==> src/rtl/muldiv_stall_ctrl.sv <==
// Mul/div sequencer for the EX stage: launches the multi-cycle unit, holds F/D/E for
// MD_LATENCY cycles, then selects the unit result for one cycle. Merges hazard stall/flush.
module muldiv_stall_ctrl #(
    parameter int unsigned MD_LATENCY = 32,
    parameter int unsigned CNT_W      = 8
) (
    input  logic        clk,
    input  logic        rst,
    input  logic        mdop_E,
    input  logic        lwstall_in,
    input  logic        Eval_branch,
    output logic        StallF,
    output logic        StallD,
    output logic        StallE,
    output logic        FlushD,
    output logic        FlushE,
    output logic        FlushM,
    output logic        unit_start,
    output logic        md_result_sel,
    output logic        md_busy,
    output logic [31:0] md_stall_cnt
);

    localparam int unsigned STAT_W = 32;

    typedef enum logic [1:0] {
        S_IDLE = 2'd0,
        S_BUSY = 2'd1,
        S_DONE = 2'd2
    } state_t;

    state_t              r_state;
    state_t              w_state_nxt;
    logic [CNT_W-1:0]    r_cnt;
    logic [CNT_W-1:0]    w_cnt_nxt;
    logic [STAT_W-1:0]   r_stall_cnt;
    logic                w_start;
    logic                w_md_stall;

    // State, latency counter and saturating stall statistics
    always_ff @(posedge clk) begin
        if (rst) begin
            r_state     <= S_IDLE;
            r_cnt       <= '0;
            r_stall_cnt <= '0;
        end else begin
            r_state <= w_state_nxt;
            r_cnt   <= w_cnt_nxt;
            if (w_md_stall && (r_stall_cnt != '1)) begin
                r_stall_cnt <= r_stall_cnt + STAT_W'(1);
            end
        end
    end

    // Next state and all pipeline controls; everything is forced low while in reset
    always_comb begin
        w_state_nxt   = r_state;
        w_cnt_nxt     = r_cnt;
        w_start       = 1'b0;
        w_md_stall    = 1'b0;
        StallF        = 1'b0;
        StallD        = 1'b0;
        StallE        = 1'b0;
        FlushD        = 1'b0;
        FlushE        = 1'b0;
        FlushM        = 1'b0;
        unit_start    = 1'b0;
        md_result_sel = 1'b0;
        md_busy       = 1'b0;
        md_stall_cnt  = '0;

        w_start = (r_state == S_IDLE) && mdop_E && !Eval_branch && !rst;

        case (r_state)
            S_IDLE: begin
                if (w_start) begin
                    w_cnt_nxt   = CNT_W'(1);
                    w_state_nxt = (MD_LATENCY == 1) ? S_DONE : S_BUSY;
                end
            end
            S_BUSY: begin
                if (r_cnt == CNT_W'(MD_LATENCY - 1)) begin
                    w_state_nxt = S_DONE;
                end else begin
                    w_cnt_nxt = r_cnt + CNT_W'(1);
                end
            end
            // The op in EX during DONE is the one that just finished, so mdop_E is ignored
            S_DONE: begin
                w_state_nxt = S_IDLE;
            end
            default: begin
                w_state_nxt = S_IDLE;
            end
        endcase

        if (!rst) begin
            w_md_stall    = w_start || (r_state == S_BUSY);
            StallF        = lwstall_in || w_md_stall;
            StallD        = lwstall_in || w_md_stall;
            StallE        = w_md_stall;
            FlushM        = w_md_stall;
            FlushE        = (lwstall_in && !w_md_stall) || Eval_branch;
            FlushD        = Eval_branch;
            unit_start    = w_start;
            md_result_sel = (r_state == S_DONE);
            md_busy       = (r_state != S_IDLE);
            md_stall_cnt  = r_stall_cnt;
        end
    end

endmodule
==> config.mk <==
export PLATFORM = sky130hd
export DESIGN_NAME = muldiv_stall_ctrl
export DESIGN_NICKNAME = d
export VERILOG_FILES = /design/src/rtl/muldiv_stall_ctrl.sv
export SDC_FILE = /design/constraint.sdc
export NUM_CORES = 1
export LEC_CHECK = 0
export CORE_ASPECT_RATIO = 0.8
export CORE_MARGIN = 3
export CORE_UTILIZATION = 51
export CTS_CLUSTER_DIAMETER = 120
export CTS_CLUSTER_SIZE = 12
export DETAILED_ROUTE_END_ITERATION = 10
export PLACE_DENSITY = 0.77
export SLEW_MARGIN = 0
export SYNTH_ARGS = -nofsm -noshare
export SYNTH_HDL_FRONTEND = slang
export SYNTH_SLANG_ARGS = --single-unit
==> constraint.sdc <==
create_clock -name clk -period 2.6 [get_ports clk]
set_clock_uncertainty 0.2 [all_clocks]
set_input_delay 0.26 -clock clk [delete_from_list [all_inputs] [get_ports clk]]
set_output_delay 0.26 -clock clk [all_outputs]
set_load 0.01 [all_outputs]
Word-level counts from Yosys, hierarchy flattened
Cells that the tools add are included.
Widths: inputs -> output; s select.
- add/subtract/negate cells: 2
- multiply operators: 0
- divide/modulo/power cells: 0
- order comparisons: 0
- equal/unequal tests: 7
- shift-type cells: 0
- multiplexer cells: 14
- bitwise operators: 0
- reductions and logical operators: 16
- operator list (operator ; count):
    $add 32x1->32 const B ; 1
    $mux 32 ; 1
    $ne 32x32->1 const B ; 1
    $mux 8 ; 2
    $pmux 8 s2 ; 1
    $add 8x1->8 const B ; 1
    $eq 8x5->1 const B ; 1
    $mux 1 ; 7
    $ne 2x2->1 const B ; 3
    $logic_and 1x1->1 ; 5
    $mux 2 ; 2
    $pmux 2 s2 ; 1
    $reduce_bool 2->1 ; 2
    $logic_not 1->1 ; 3
    $logic_or 1x1->1 ; 3
    $reduce_and 3->1 ; 1
    $eq 2x1->1 const B ; 1
    $eq 2x2->1 const B ; 1
    $logic_not 2->1 ; 1
    $reduce_and 2->1 ; 1
- register bits after elaboration: 42
- bits in latches: 0
- bits in writable memories: 0
- bits in read-only memories: 0
- output and inout bits: 41
- logic and storage cells: 42
- memories kept: 0

Longest topological paths before layout
Gate-level depths: netlist (run 1).
- depth in word-level cells: 9
- depth in mapped cells: 8
- mapped depth without buffers: 6

Worst setup path before layout (run 1)
OpenSTA, ideal clock, no wires.
- kind: flip-flop to flip-flop
- from: register r_stall_cnt[9]
- to: register r_stall_cnt[25]
- library setup time: 0.121 ns
- arrival time: 1.911 ns
- path slack: 0.368 ns
- cell stages (with the launch flop): 6
- period minus slack after synthesis: 2.232 ns
- cell sequence: dfxtp_1 -> nand4_4 -> or2_1 -> or4_4 -> nor4_1 -> mux2_2
- longest elaborated chain between the ends: 2
- ends and longest elaborated chain (what ; RTL line ; source):
    start: declaration ; 36 ; logic [STAT_W-1:0] r_stall_cnt;
    start signal: assignment ; 50 ; r_stall_cnt <= r_stall_cnt + STAT_W'(1);
    branches (longest 2 deep; another with $add 32x1->32) ; n/a ;
Several ways; the timed one is not identified.
A chain may end at the register's enable or synchronous reset.

Worst setup path after layout (run 1)
- from: input mdop_E
- to: output StallF
- longest elaborated chain between the ends: 6
- ends and longest elaborated chain (what ; RTL line ; source):
    start: declaration ; 9 ; input logic mdop_E,
    $logic_and 1x1->1 (3 in series) ; 72 ; w_start = (r_state == S_IDLE) && mdop_E && !Eval_branch && !rst;
    $logic_or 1x1->1 ; 98 ; w_md_stall = w_start || (r_state == S_BUSY);
    $logic_or 1x1->1 ; 99 ; StallF = lwstall_in || w_md_stall;
    $mux 1 ; 97 ; if (!rst) begin
    end: declaration ; 12 ; output logic StallF,
No other way between the ends.

==> flow_metrics.py, run 1 <==
metrics = {
    "run_status": {
        "status": "finished, final reports clean",
    },
    "logic_synthesis": {
        "asyncSetResetFlopFracSynth_pct": 0,
        "synthesis.area_um2": 2310,
        "synth_cells": 283,
        "synth_area_per_cell_um2": 8.16,
        "postSynthNetCount": 290,
        "sequential_to_total_area_share_from_yosys_stat_pct": 36.4,
        "ys.warnings.count": 0,
        "number_of_enable_type_register_cells_in_the_synthesized_netlist": 0,
        "muxShareOfSynthArea_pct": 7.31,
        "yosys.area_share.adder_pct": 1.08,
        "yosysUniqueCellTypes": 43,
        "synth_compound_gate_area_share_pct": 8.83,
        "ys_dominant_reg_cell": "sky130_fd_sc_hd__dfxtp_1",
        "synth_top_family_by_area": "simple AND/OR/NAND/NOR gates",
        "synth_top_area_cell": "sky130_fd_sc_hd__dfxtp_1",
        "yosys-top-cells-area": "sky130_fd_sc_hd__dfxtp_1 (36%), sky130_fd_sc_hd__nor2b_1 (8.4%), sky130_fd_sc_hd__mux2_2 (7.3%)",
        "yosys.area_share.xor_xnor_pct": 5.31,
        "yosys.area.top_type_share_pct": 36.4,
        "synthesis_stage_register_bit_count": 42,
        "post_synthesis_share_of_cell_area_spent_on_and_or_nand_and_nor_gates_pct": 37.1,
    },
    "global_route": {
        "largest_net_degree_at_the_start_of_global_routing": 36,
        "vias_in_the_first_global_route": 2008,
        "grt_use_total_pct": 21.8,
        "grt_first_pass_wirelength_mm": 8.98,
        "initial_antenna_violation_count": 0,
        "grt.overflow.total": 0,
    },
    "clocking": {
        "clock_latency_ns": 0.30,
        "clockBufferDepth": 2,
        "clock_sinks": 42,
        "cts_hold_repair.buffers": 0,
        "clock-root-buffer": "sky130_fd_sc_hd__clkbuf_8",
        "tritoncts.num_buffers": 5,
        "worst_setup_hold_path_clk_slew_ns": 0.07,
        "ctsHtreeMaxLevel": 2,
        "cts_tree": "built",
    },
    "placed_design": {
        "io_buffer_count": 45,
        "post_dp_cell_area_um2": 2850,
        "gp_congestion": 0.884,
        "hpwlAfterDp_mm": 3.95,
    },
    "setup_path": {
        "cp-end-kind": "output pin",
        "worst_path_dominant_cell_family": "buffers and inverters",
        "required_ns": 2.14,
        "reg2reg_setup_slack_ns": 0.25,
        "worst_setup_path_start_kind": "input pin",
        "worst-endpoint-arrival_ns": 1.89,
        "crit_path_max_fanout": 10,
        "critPathKind": "input pin to output pin",
        "cp_slowest_cell": "sky130_fd_sc_hd__clkdlybuf4s50_1",
        "logic_depth_of_the_worst_register_to_register_path": 5,
        "critical_path.cell_chain": "clkdlybuf4s50_1, nor2b_1, o21ai_1, buf_4, o21ai_0, clkdlybuf4s50_1",
        "most_repeated_library_cell_on_the_critical_path": "sky130_fd_sc_hd__clkdlybuf4s50_1",
        "cpPeakStageDelay_ns": 0.50,
        "worstReg2RegStart": "r_stall_cnt[9]",
        "critical_path_buf_inv_count": 3,
        "crit-reg2reg-capture": "r_stall_cnt[25]",
    },
    "drt": {
        "drt_drc_violations_left": 0,
        "vias": 2170,
        "postRouteAntennaNets": 0,
        "initial_drc_count": 111,
        "dr.pass1.iters": 4,
        "routed_wl_mm": 5.24,
        "detail_route.vias_per_cell": 5.55,
        "routed_length_per_instance_um": 13.4,
    },
    "power_and_ir_drop": {
        "power_density_nw_per_um2": 391,
        "netSwitchingFraction_pct": 24.2,
        "relative_contribution_of_the_clock_network_to_total_power_pct": 34.6,
        "seqPwrFrac_pct": 56.8,
        "power_uw": 1150,
        "total_leakage_power_uw": 0.00102,
        "netSwitchingPower_uw": 278,
        "combPwrFrac_pct": 8.6,
        "vdd.ir_drop.worst_mv": 0.353,
        "internal_power_uw": 870,
    },
    "finish": {
        "multi_input_area_um2": 1380,
        "layout_cell_share_with_drive_strength_beyond_1_pct": 12.3,
        "final_util_pct": 68.5,
        "insertedDiodeCount": 0,
        "layout.nets": 341,
        "finish.instance_area_um2": 2930,
        "n_fill_cell": 369,
        "areaGrowthSynthToFinish_pct": 27.0,
        "seq_area_um2": 841,
    },
    "floorplanning": {
        "initial_standard_cell_utilization_of_the_core_pct": 53.9,
        "floorplan.rows": 21,
        "pin_count": 46,
        "floorplan.die.height_um": 66.2,
        "core-area_um2": 4280,
        "fp.dieArea_um2": 5380,
        "fp.dieW_um": 81.2,
    },
    "min_path": {
        "beginning_of_the_worst_hold_path": "rst",
        "holdCritPathClass": "input pin to flop",
        "timing.hold.worst_path_depth": 3,
        "worst_hold_path.endpoint": "r_stall_cnt[26]",
    },
    "sta": {
        "rel_slew_slack_pct": 42.3,
        "fin_worst_hold_slack_ns": 0.270,
        "finalSetupViolCount": 0,
        "worst_slew_pin_slew_ns": 0.865,
        "timing.final.crit_period_ns": 2.35,
        "finalMaxSlewViolations": 0,
        "grt_setup_unrepaired": "false",
        "final.period_utilization_pct": 90.5,
        "tns_ns": 0,
        "hold_violations": 0,
        "max_clock_freq_mhz": 425,
    },
    "flow_run": {
        "cap_viol_max_count": 0,
    },
}
[through the flow]
step	setup WS, ns	std cells
5_1_grt	0.0809	391
3_3_place_gp	0.108	384
3_5_place_dp	0.0153	384
4_1_cts	0.111	391
6_report	0.248	391
2_1_floorplan	0.368	283
[what timing repair did]
action / 4_1_cts / 5_1_grt
setup buffers: 0 / 0
setup endpoints to repair: 0 / 2
resized for setup: 0 / 1
hold endpoints to repair: 0 / 0
[Yosys cell counts (2+ instances only)]
cell                        instances
sky130_fd_sc_hd__dfxtp_1           42
sky130_fd_sc_hd__nor2_1            42
sky130_fd_sc_hd__nor2b_1           31
sky130_fd_sc_hd__mux2_2            15
sky130_fd_sc_hd__nand2_1           15
sky130_fd_sc_hd__nand3_1           15
sky130_fd_sc_hd__nand4_1           12
sky130_fd_sc_hd__nor4_1            12
sky130_fd_sc_hd__nor3_1            10
sky130_fd_sc_hd__o21ai_0            9
sky130_fd_sc_hd__xnor2_1            9
sky130_fd_sc_hd__clkbuf_1           8
sky130_fd_sc_hd__inv_1              8
sky130_fd_sc_hd__a21oi_1            6
sky130_fd_sc_hd__xor2_1             5
sky130_fd_sc_hd__o31ai_1            4
sky130_fd_sc_hd__and3_1             3
sky130_fd_sc_hd__and4_1             3
sky130_fd_sc_hd__buf_4              3
sky130_fd_sc_hd__buf_2              2
sky130_fd_sc_hd__ha_1               2
sky130_fd_sc_hd__o2111ai_1          2
sky130_fd_sc_hd__or2_1              2
sky130_fd_sc_hd__or2_2              2
sky130_fd_sc_hd__or3_1              2
sky130_fd_sc_hd__or4_1              2
[kinds of logic after synthesis]
logic type / count (synthesis)
AO/OA/AOI/OAI: 31
XOR/XNOR: 14
adder cells (fa/ha/maj): 2
buffers and inverters: 21
flip-flops: 42
multiplexers: 15
AND/OR/NAND/NOR: 158
[routing by layer]
metal	vias to the layer above	wire, um	global-route usage (%)
li1	1104	-	-
met1	1010	2540	28.6
met2	47	2420	34.5
met3	9	185	4.36
met4	0	89	9.70
met5	-	0	0
[cell type report]
| class | count | share of cell area, % |
|---|---|---|
| multi-input combinational | 220 | 46.9 |
| clock buffer | 5 | 2.35 |
| inverter | 8 | 1.02 |
| clock inverter | 2 | 0.341 |
| tap | 57 | 2.43 |
| sequential | 42 | 28.7 |
| timing repair buffer | 57 | 18.3 |
[layout by cell type, fill, tap and decap left out, drive strengths merged, types with 2 or more instances in the layout]
| master | synthesis | final |
|---|---|---|
| a21oi | 6 | 6 |
| inv | 8 | 8 |
| clkbuf | 8 | 5 |
| clkdlybuf4s50 | 0 | 44 |
| or4 | 3 | 3 |
| xor2 | 5 | 5 |
| o2111ai | 2 | 2 |
| and4 | 3 | 3 |
| dfxtp | 42 | 42 |
| o21ai | 9 | 9 |
| xnor2 | 9 | 9 |
| or2 | 4 | 4 |
| ha | 2 | 2 |
| o31ai | 4 | 4 |
| buf | 5 | 13 |
| nor3 | 10 | 10 |
| and3 | 3 | 3 |
| nor4 | 13 | 13 |
| nand2 | 15 | 15 |
| mux2 | 15 | 15 |
| nor2b | 31 | 31 |
| nand3 | 15 | 15 |
| nand4 | 13 | 13 |
| nor2 | 42 | 42 |
| clkinv | 0 | 2 |
| or3 | 2 | 2 |
[power by group through the flow]
| stage | sequential [uW] | combinational (uW) | clock, uW |
|---|---|---|---|
| 2_1_floorplan | 667 | 57.5 | 0 |
| 3_3_place_gp | 667 | 96.7 | 0 |
| 3_5_place_dp | 667 | 98.6 | 0 |
| 4_1_cts | 652 | 98.8 | 410 |
| 5_1_grt | 653 | 111 | 435 |
| 6_report | 652 | 98.6 | 397 |
[sequential cells by signal, summed over array words and instances (netlist names)]
signal / cells
r_cnt: 8
r_stall_cnt: 32
r_state: 2
[worst min-delay path, cell delays in order]
cell                     delay (ns)
sky130_fd_sc_hd__buf_2         0.11
sky130_fd_sc_hd__buf_4         0.23
sky130_fd_sc_hd__nor2_1        0.12
[worst max-delay path by stage]
stage                     cells past startpoint              end      startpoint
after floorplan                               5  r_stall_cnt[25]  r_stall_cnt[9]
after global placement                        6   r_stall_cnt[7]          mdop_E
after detailed placement                      6   r_stall_cnt[7]          mdop_E
after CTS                                     6           StallF          mdop_E
after global routing                          6  r_stall_cnt[29]  r_stall_cnt[9]
final                                         6           StallF          mdop_E
No activity file was read; power rests on OpenSTA's default activity.
==> run 2, diff against run 1 <==
--- a/config.mk
+++ b/config.mk
@@ -5,8 +5,8 @@
 export SDC_FILE = /design/constraint.sdc
 export NUM_CORES = 1
 export LEC_CHECK = 0
+export CAP_MARGIN = 20
 export CORE_ASPECT_RATIO = 0.8
-export CORE_MARGIN = 3
 export CORE_UTILIZATION = 51
 export CTS_CLUSTER_DIAMETER = 120
 export CTS_CLUSTER_SIZE = 12
==> run 2 against run 1 <==
Effect of this change: cell area rose by 0.60%; die area fell by 11%; global-route usage up 1.3 points; maximum frequency fell by 1.3%; flip-flop and latch count stayed put; hold slack lost 0.11 ns; sequential share of layout area down 0.17 points; final cell count unchanged; register-to-register slack got worse by 0.03 ns; wire length unchanged; first-iteration DRC count rose by 15%.
==> flow_metrics.py, run 2 (same netlist as run 1, synthesis figures left out) <==
metrics = {
    "run_status": {
        "status": "finished, final reports clean",
    },
    "clocking": {
        "clockBufferDepth": 2,
        "worst_setup_hold_path_clk_slew_ns": 0.08,
        "cts_hold_repair.buffers": 0,
        "ctsHtreeMaxLevel": 2,
        "clock_latency_ns": 0.29,
        "tritoncts.num_buffers": 5,
        "clock-root-buffer": "sky130_fd_sc_hd__clkbuf_8",
        "cts_tree": "built",
        "clock_sinks": 42,
    },
    "power_and_ir_drop": {
        "vdd.ir_drop.worst_mv": 0.312,
        "power_density_nw_per_um2": 402,
        "total_leakage_power_uw": 0.00103,
        "power_uw": 1190,
    },
    "sta": {
        "worst_slew_pin_slew_ns": 0.433,
        "finalMaxSlewViolations": 0,
        "max_clock_freq_mhz": 420,
        "final.period_utilization_pct": 91.6,
        "rel_slew_slack_pct": 71.2,
        "grt_setup_unrepaired": "false",
        "timing.final.crit_period_ns": 2.38,
        "finalSetupViolCount": 0,
        "tns_ns": 0,
        "hold_violations": 0,
    },
    "global_route": {
        "grt_use_total_pct": 23.1,
        "grt.overflow.total": 0,
        "largest_net_degree_at_the_start_of_global_routing": 55,
        "initial_antenna_violation_count": 0,
        "vias_in_the_first_global_route": 1974,
        "grt_first_pass_wirelength_mm": 8.98,
    },
    "drt": {
        "routed_length_per_instance_um": 13.4,
        "initial_drc_count": 128,
        "drt_drc_violations_left": 0,
        "postRouteAntennaNets": 0,
        "dr.pass1.iters": 4,
        "routed_wl_mm": 5.24,
        "vias": 2175,
        "detail_route.vias_per_cell": 5.56,
    },
    "finish": {
        "most-common-layout-cells": "sky130_fd_sc_hd__clkdlybuf4s50_1 (44), sky130_fd_sc_hd__nor2_1 (42), sky130_fd_sc_hd__dfxtp_1 (42)",
        "final_common_cell": "sky130_fd_sc_hd__clkdlybuf4s50_1",
        "areaGrowthSynthToFinish_pct": 27.7,
        "layout_top_registers": "r_stall_cnt x32, r_cnt x8, r_state x2",
        "multi_input_area_um2": 1380,
        "final_util_pct": 69.3,
        "n_fill_cell": 375,
        "layout.nets": 340,
        "seq_area_um2": 841,
        "insertedDiodeCount": 0,
        "largest_register_ff_count": 32,
        "register_containing_the_most_flip_flops_in_the_final_layout": "r_stall_cnt",
        "layout_cell_share_with_drive_strength_beyond_1_pct": 12.0,
    },
    "floorplanning": {
        "initial_standard_cell_utilization_of_the_core_pct": 54.3,
        "fp.dieW_um": 77.2,
        "pin_count": 46,
        "floorplan.die.height_um": 62.2,
        "fp.dieArea_um2": 4800,
        "floorplan.rows": 21,
        "core-area_um2": 4260,
    },
    "setup_path": {
        "worstReg2RegStart": "r_stall_cnt[8]",
        "reg2reg_setup_slack_ns": 0.22,
        "worst-endpoint-arrival_ns": 2.36,
        "worst_setup_path_start_kind": "flop",
        "logic_depth_of_the_worst_register_to_register_path": 5,
        "cp-end-kind": "flop",
        "required_ns": 2.58,
        "critPathKind": "flop to flop",
        "crit_path_max_fanout": 7,
        "crit-reg2reg-capture": "r_stall_cnt[25]",
    },
    "placed_design": {
        "hpwlAfterDp_mm": 3.78,
        "io_buffer_count": 45,
        "gp_congestion": 0.838,
    },
    "min_path": {
        "timing.hold.worst_path_depth": 2,
        "beginning_of_the_worst_hold_path": "rst",
        "worst_hold_path.endpoint": "r_state[0]",
        "holdCritPathClass": "input pin to flop",
    },
    "flow_run": {
        "cap_viol_max_count": 0,
    },
}
[run 2: cell types whose count changed in the layout (fill, tap and decap cells not counted), sizes merged]
cell,before,now
buf,13,12
clkbuf,5,7
clkinv,2,1
[run 2: worst max-delay path by stage]
| stage | startpoint | to |
|---|---|---|
| after floorplan | r_stall_cnt[9] | r_stall_cnt[25] |
| after global placement | mdop_E | r_stall_cnt[31] |
| after detailed placement | mdop_E | r_stall_cnt[31] |
| after CTS | Eval_branch | FlushM |
| after global routing | r_stall_cnt[8] | r_stall_cnt[25] |
| final | r_stall_cnt[8] | r_stall_cnt[25] |
[run 2: power breakdown]
part / switching [uW] / internal (uW) / total [uW] / leakage (uW)
clock network: 219 / 214 / 433 / 0.0000482
logic: 57.3 / 43.3 / 101 / 0.000642
registers: 5.29 / 647 / 652 / 0.000339
total: 281 / 905 / 1190 / 0.00103
[run 2: cell type report]
cell class / count / area share [%]
clock buffers: 7 / 2.93
clock inverters: 1 / 0.170
inverters: 8 / 1.02
multi-input cells: 220 / 46.6
flip-flops and latches: 42 / 28.5
well taps: 57 / 2.42
repair buffers: 56 / 18.3
[run 2: layer usage]
layer | vias to the layer above | global-route usage, % | wire length, um
met2 | 48 | 36.1 | 2430
met4 | 0 | 9.20 | 89
met3 | 11 | 5.00 | 225
met1 | 1007 | 30.9 | 2500
met5 | - | 0 | 0
li1 | 1109 | - | -
[run 2: critical path: stages, from the launching register on]
cell and delay (ns):
sky130_fd_sc_hd__dfxtp_1 0.45, sky130_fd_sc_hd__nand4_4 0.16, sky130_fd_sc_hd__or2_1 0.29, sky130_fd_sc_hd__or4_4 0.56, sky130_fd_sc_hd__nor4_1 0.26, sky130_fd_sc_hd__mux2_2 0.36
[run 2: through the flow]
stage / std cells / instance area [um2] / worst slack [ns] / hold slack [ns]
6_report: 391 / 2950 / 0.218 / 0.157
5_1_grt: 391 / 2950 / 0.101 / 0.178
4_1_cts: 391 / 2950 / 0.142 / 0.163
3_5_place_dp: 383 / 2860 / 0.174 / 0.314
3_3_place_gp: 383 / 2860 / 0.251 / 0.300
2_1_floorplan: 283 / 2310 / 0.368 / 0.280
[run 2: what timing repair did]
item	in CTS	in global routing
buffers inserted	0	0
gates resized for setup	0	1
endpoints found under the setup margin	0	2
==> run 3, diff against run 2 <==
--- a/config.mk
+++ b/config.mk
@@ -12,6 +12,7 @@
 export CTS_CLUSTER_SIZE = 12
 export DETAILED_ROUTE_END_ITERATION = 10
 export PLACE_DENSITY = 0.77
+export SETUP_SLACK_MARGIN = 0.3
 export SLEW_MARGIN = 0
 export SYNTH_ARGS = -nofsm -noshare
 export SYNTH_HDL_FRONTEND = slang
==> run 3 against run 2 <==
Effect of this change: cell area is 3.6% higher; via count increased by 3.1%; largest cell class unchanged; largest power group unchanged; first-iteration DRC count fell by 4.7%; flip-flop and latch count did not move; final cell count is 0.77% higher; wire length grew 4.3%; global-route usage shrank 0.063 points; clock-buffer cell count did not move.
==> flow_metrics.py, run 3 (same netlist as run 1, synthesis figures left out) <==
metrics = {
    "setup_path": {
        "worst_setup_path_start_kind": "flop",
        "worst-endpoint-arrival_ns": 2.22,
        "critPathKind": "flop to flop",
        "cp-end-kind": "flop",
        "crit_path_max_fanout": 8,
        "reg2reg_setup_slack_ns": 0.36,
        "required_ns": 2.58,
    },
    "finish": {
        "final_util_pct": 71.8,
        "most-common-layout-cells": "sky130_fd_sc_hd__clkdlybuf4s50_1 (43), sky130_fd_sc_hd__nor2_1 (42), sky130_fd_sc_hd__dfxtp_1 (36)",
        "register_containing_the_most_flip_flops_in_the_final_layout": "r_stall_cnt",
        "layout.nets": 343,
        "layout_cell_share_with_drive_strength_beyond_1_pct": 18.4,
        "areaGrowthSynthToFinish_pct": 32.4,
        "largest_register_ff_count": 32,
        "insertedDiodeCount": 0,
        "final_common_cell": "sky130_fd_sc_hd__clkdlybuf4s50_1",
        "layout_top_registers": "r_stall_cnt x32, r_cnt x8, r_state x2",
    },
    "drt": {
        "postRouteAntennaNets": 0,
        "detail_route.wirelength.met1_mm": 2.53,
        "vias": 2242,
        "routed_length_per_instance_um": 13.9,
        "met3WireLength_um": 289,
        "routed_wl_mm": 5.47,
        "dr.pass1.iters": 4,
        "top_layer": "met4",
        "route.met2.wl_mm": 2.51,
        "initial_drc_count": 122,
        "drt_drc_violations_left": 0,
        "detail_route.vias_per_cell": 5.69,
    },
    "clocking": {
        "clock-root-buffer": "sky130_fd_sc_hd__clkbuf_8",
        "clockBufferDepth": 2,
        "worst_setup_hold_path_clk_slew_ns": 0.08,
        "cts_tree": "built",
        "clock_sinks": 42,
        "tritoncts.num_buffers": 5,
        "clock_latency_ns": 0.29,
        "ctsHtreeMaxLevel": 2,
        "cts_hold_repair.buffers": 0,
    },
    "sta": {
        "worst_slew_pin_slew_ns": 0.377,
        "rel_slew_slack_pct": 74.6,
        "final.period_utilization_pct": 86.1,
        "hold_violations": 0,
        "finalSetupViolCount": 0,
        "finalMaxSlewViolations": 0,
        "timing.final.crit_period_ns": 2.24,
        "max_clock_freq_mhz": 447,
        "final.setup.worst_slack_ns": 0.361,
        "tns_ns": 0,
        "fin_worst_hold_slack_ns": 0.171,
        "grt_setup_unrepaired": "true",
    },
    "placed_design": {
        "gp_congestion": 0.838,
        "hpwlAfterDp_mm": 3.78,
        "io_buffer_count": 45,
        "place_ws_ns": 0.174,
    },
    "run_status": {
        "status": "finished, final reports clean",
    },
    "min_path": {
        "holdCritPathClass": "input pin to flop",
    },
    "flow_run": {
        "cap_viol_max_count": 0,
    },
    "global_route": {
        "vias_in_the_first_global_route": 1967,
        "initial_antenna_violation_count": 0,
        "grt_first_pass_wirelength_mm": 8.97,
        "grt.overflow.total": 0,
        "grt_use_total_pct": 23.1,
        "largest_net_degree_at_the_start_of_global_routing": 55,
    },
    "floorplanning": {
        "floorplan.die.height_um": 62.2,
        "fp.dieArea_um2": 4800,
        "core-area_um2": 4260,
        "floorplan.rows": 21,
        "initial_standard_cell_utilization_of_the_core_pct": 54.3,
        "pin_count": 46,
        "fp.dieW_um": 77.2,
    },
    "power_and_ir_drop": {
        "total_leakage_power_uw": 0.00108,
        "power_density_nw_per_um2": 389,
        "vdd.ir_drop.worst_mv": 0.311,
    },
}
run 3: cell type report:
type / instances / area (um2)
clock buffers: 7 / 86.3
inverters: 8 / 30.0
flip-flops and latches: 42 / 851
repair buffers: 59 / 569
clock inverters: 1 / 5.00
multi-input cells: 220 / 1450
fillers: 351 / 1200
well taps: 57 / 71.3
run 3: routing by layer:
metal,vias up,GRT usage [%]
li1,1114,-
met1,1041,31.2
met2,68,35.5
met3,19,4.85
met4,0,9.43
met5,-,0
run 3: worst max-delay path, stage by stage (launching register included):
cell and delay, ns:
sky130_fd_sc_hd__dfxtp_1 0.36, sky130_fd_sc_hd__ha_1 0.19, sky130_fd_sc_hd__nand4_1 0.19, sky130_fd_sc_hd__or4_4 0.62
sky130_fd_sc_hd__nor4_1 0.32, sky130_fd_sc_hd__xnor2_1 0.19, sky130_fd_sc_hd__nor2_1 0.06
run 3: through the flow:
stage / total power [uW] / instance area (um2) / instances
after global routing: 1240 / 3060 / 394
after floorplan: 725 / 2310 / 283
after global placement: 765 / 2860 / 383
after detailed placement: 767 / 2860 / 383
after CTS: 1200 / 2970 / 391
final: 1190 / 3060 / 394
run 3: report_power, final:
part,switching [uW],total (uW),internal (uW)
Sequential,5.57,652,646
Clock,219,433,214
Combinational,60.1,106,46.3
run 3: path summary, 6_finish.rpt:
check                                     from         endpoint  depth (start not counted)
worst max-delay path            r_stall_cnt[0]  r_stall_cnt[20]                          6
worst min-delay path                       rst       r_state[0]                          2
worst max register to register  r_stall_cnt[0]  r_stall_cnt[20]                          6
worst min register to register        r_cnt[7]         r_cnt[7]                          2
run 3: what timing repair did:
action | 4_1_cts | 5_1_grt
setup endpoints to repair | 6 | 34
setup buffers | 0 | 3
pin swaps | 0 | 5
gates resized for setup | 7 | 17
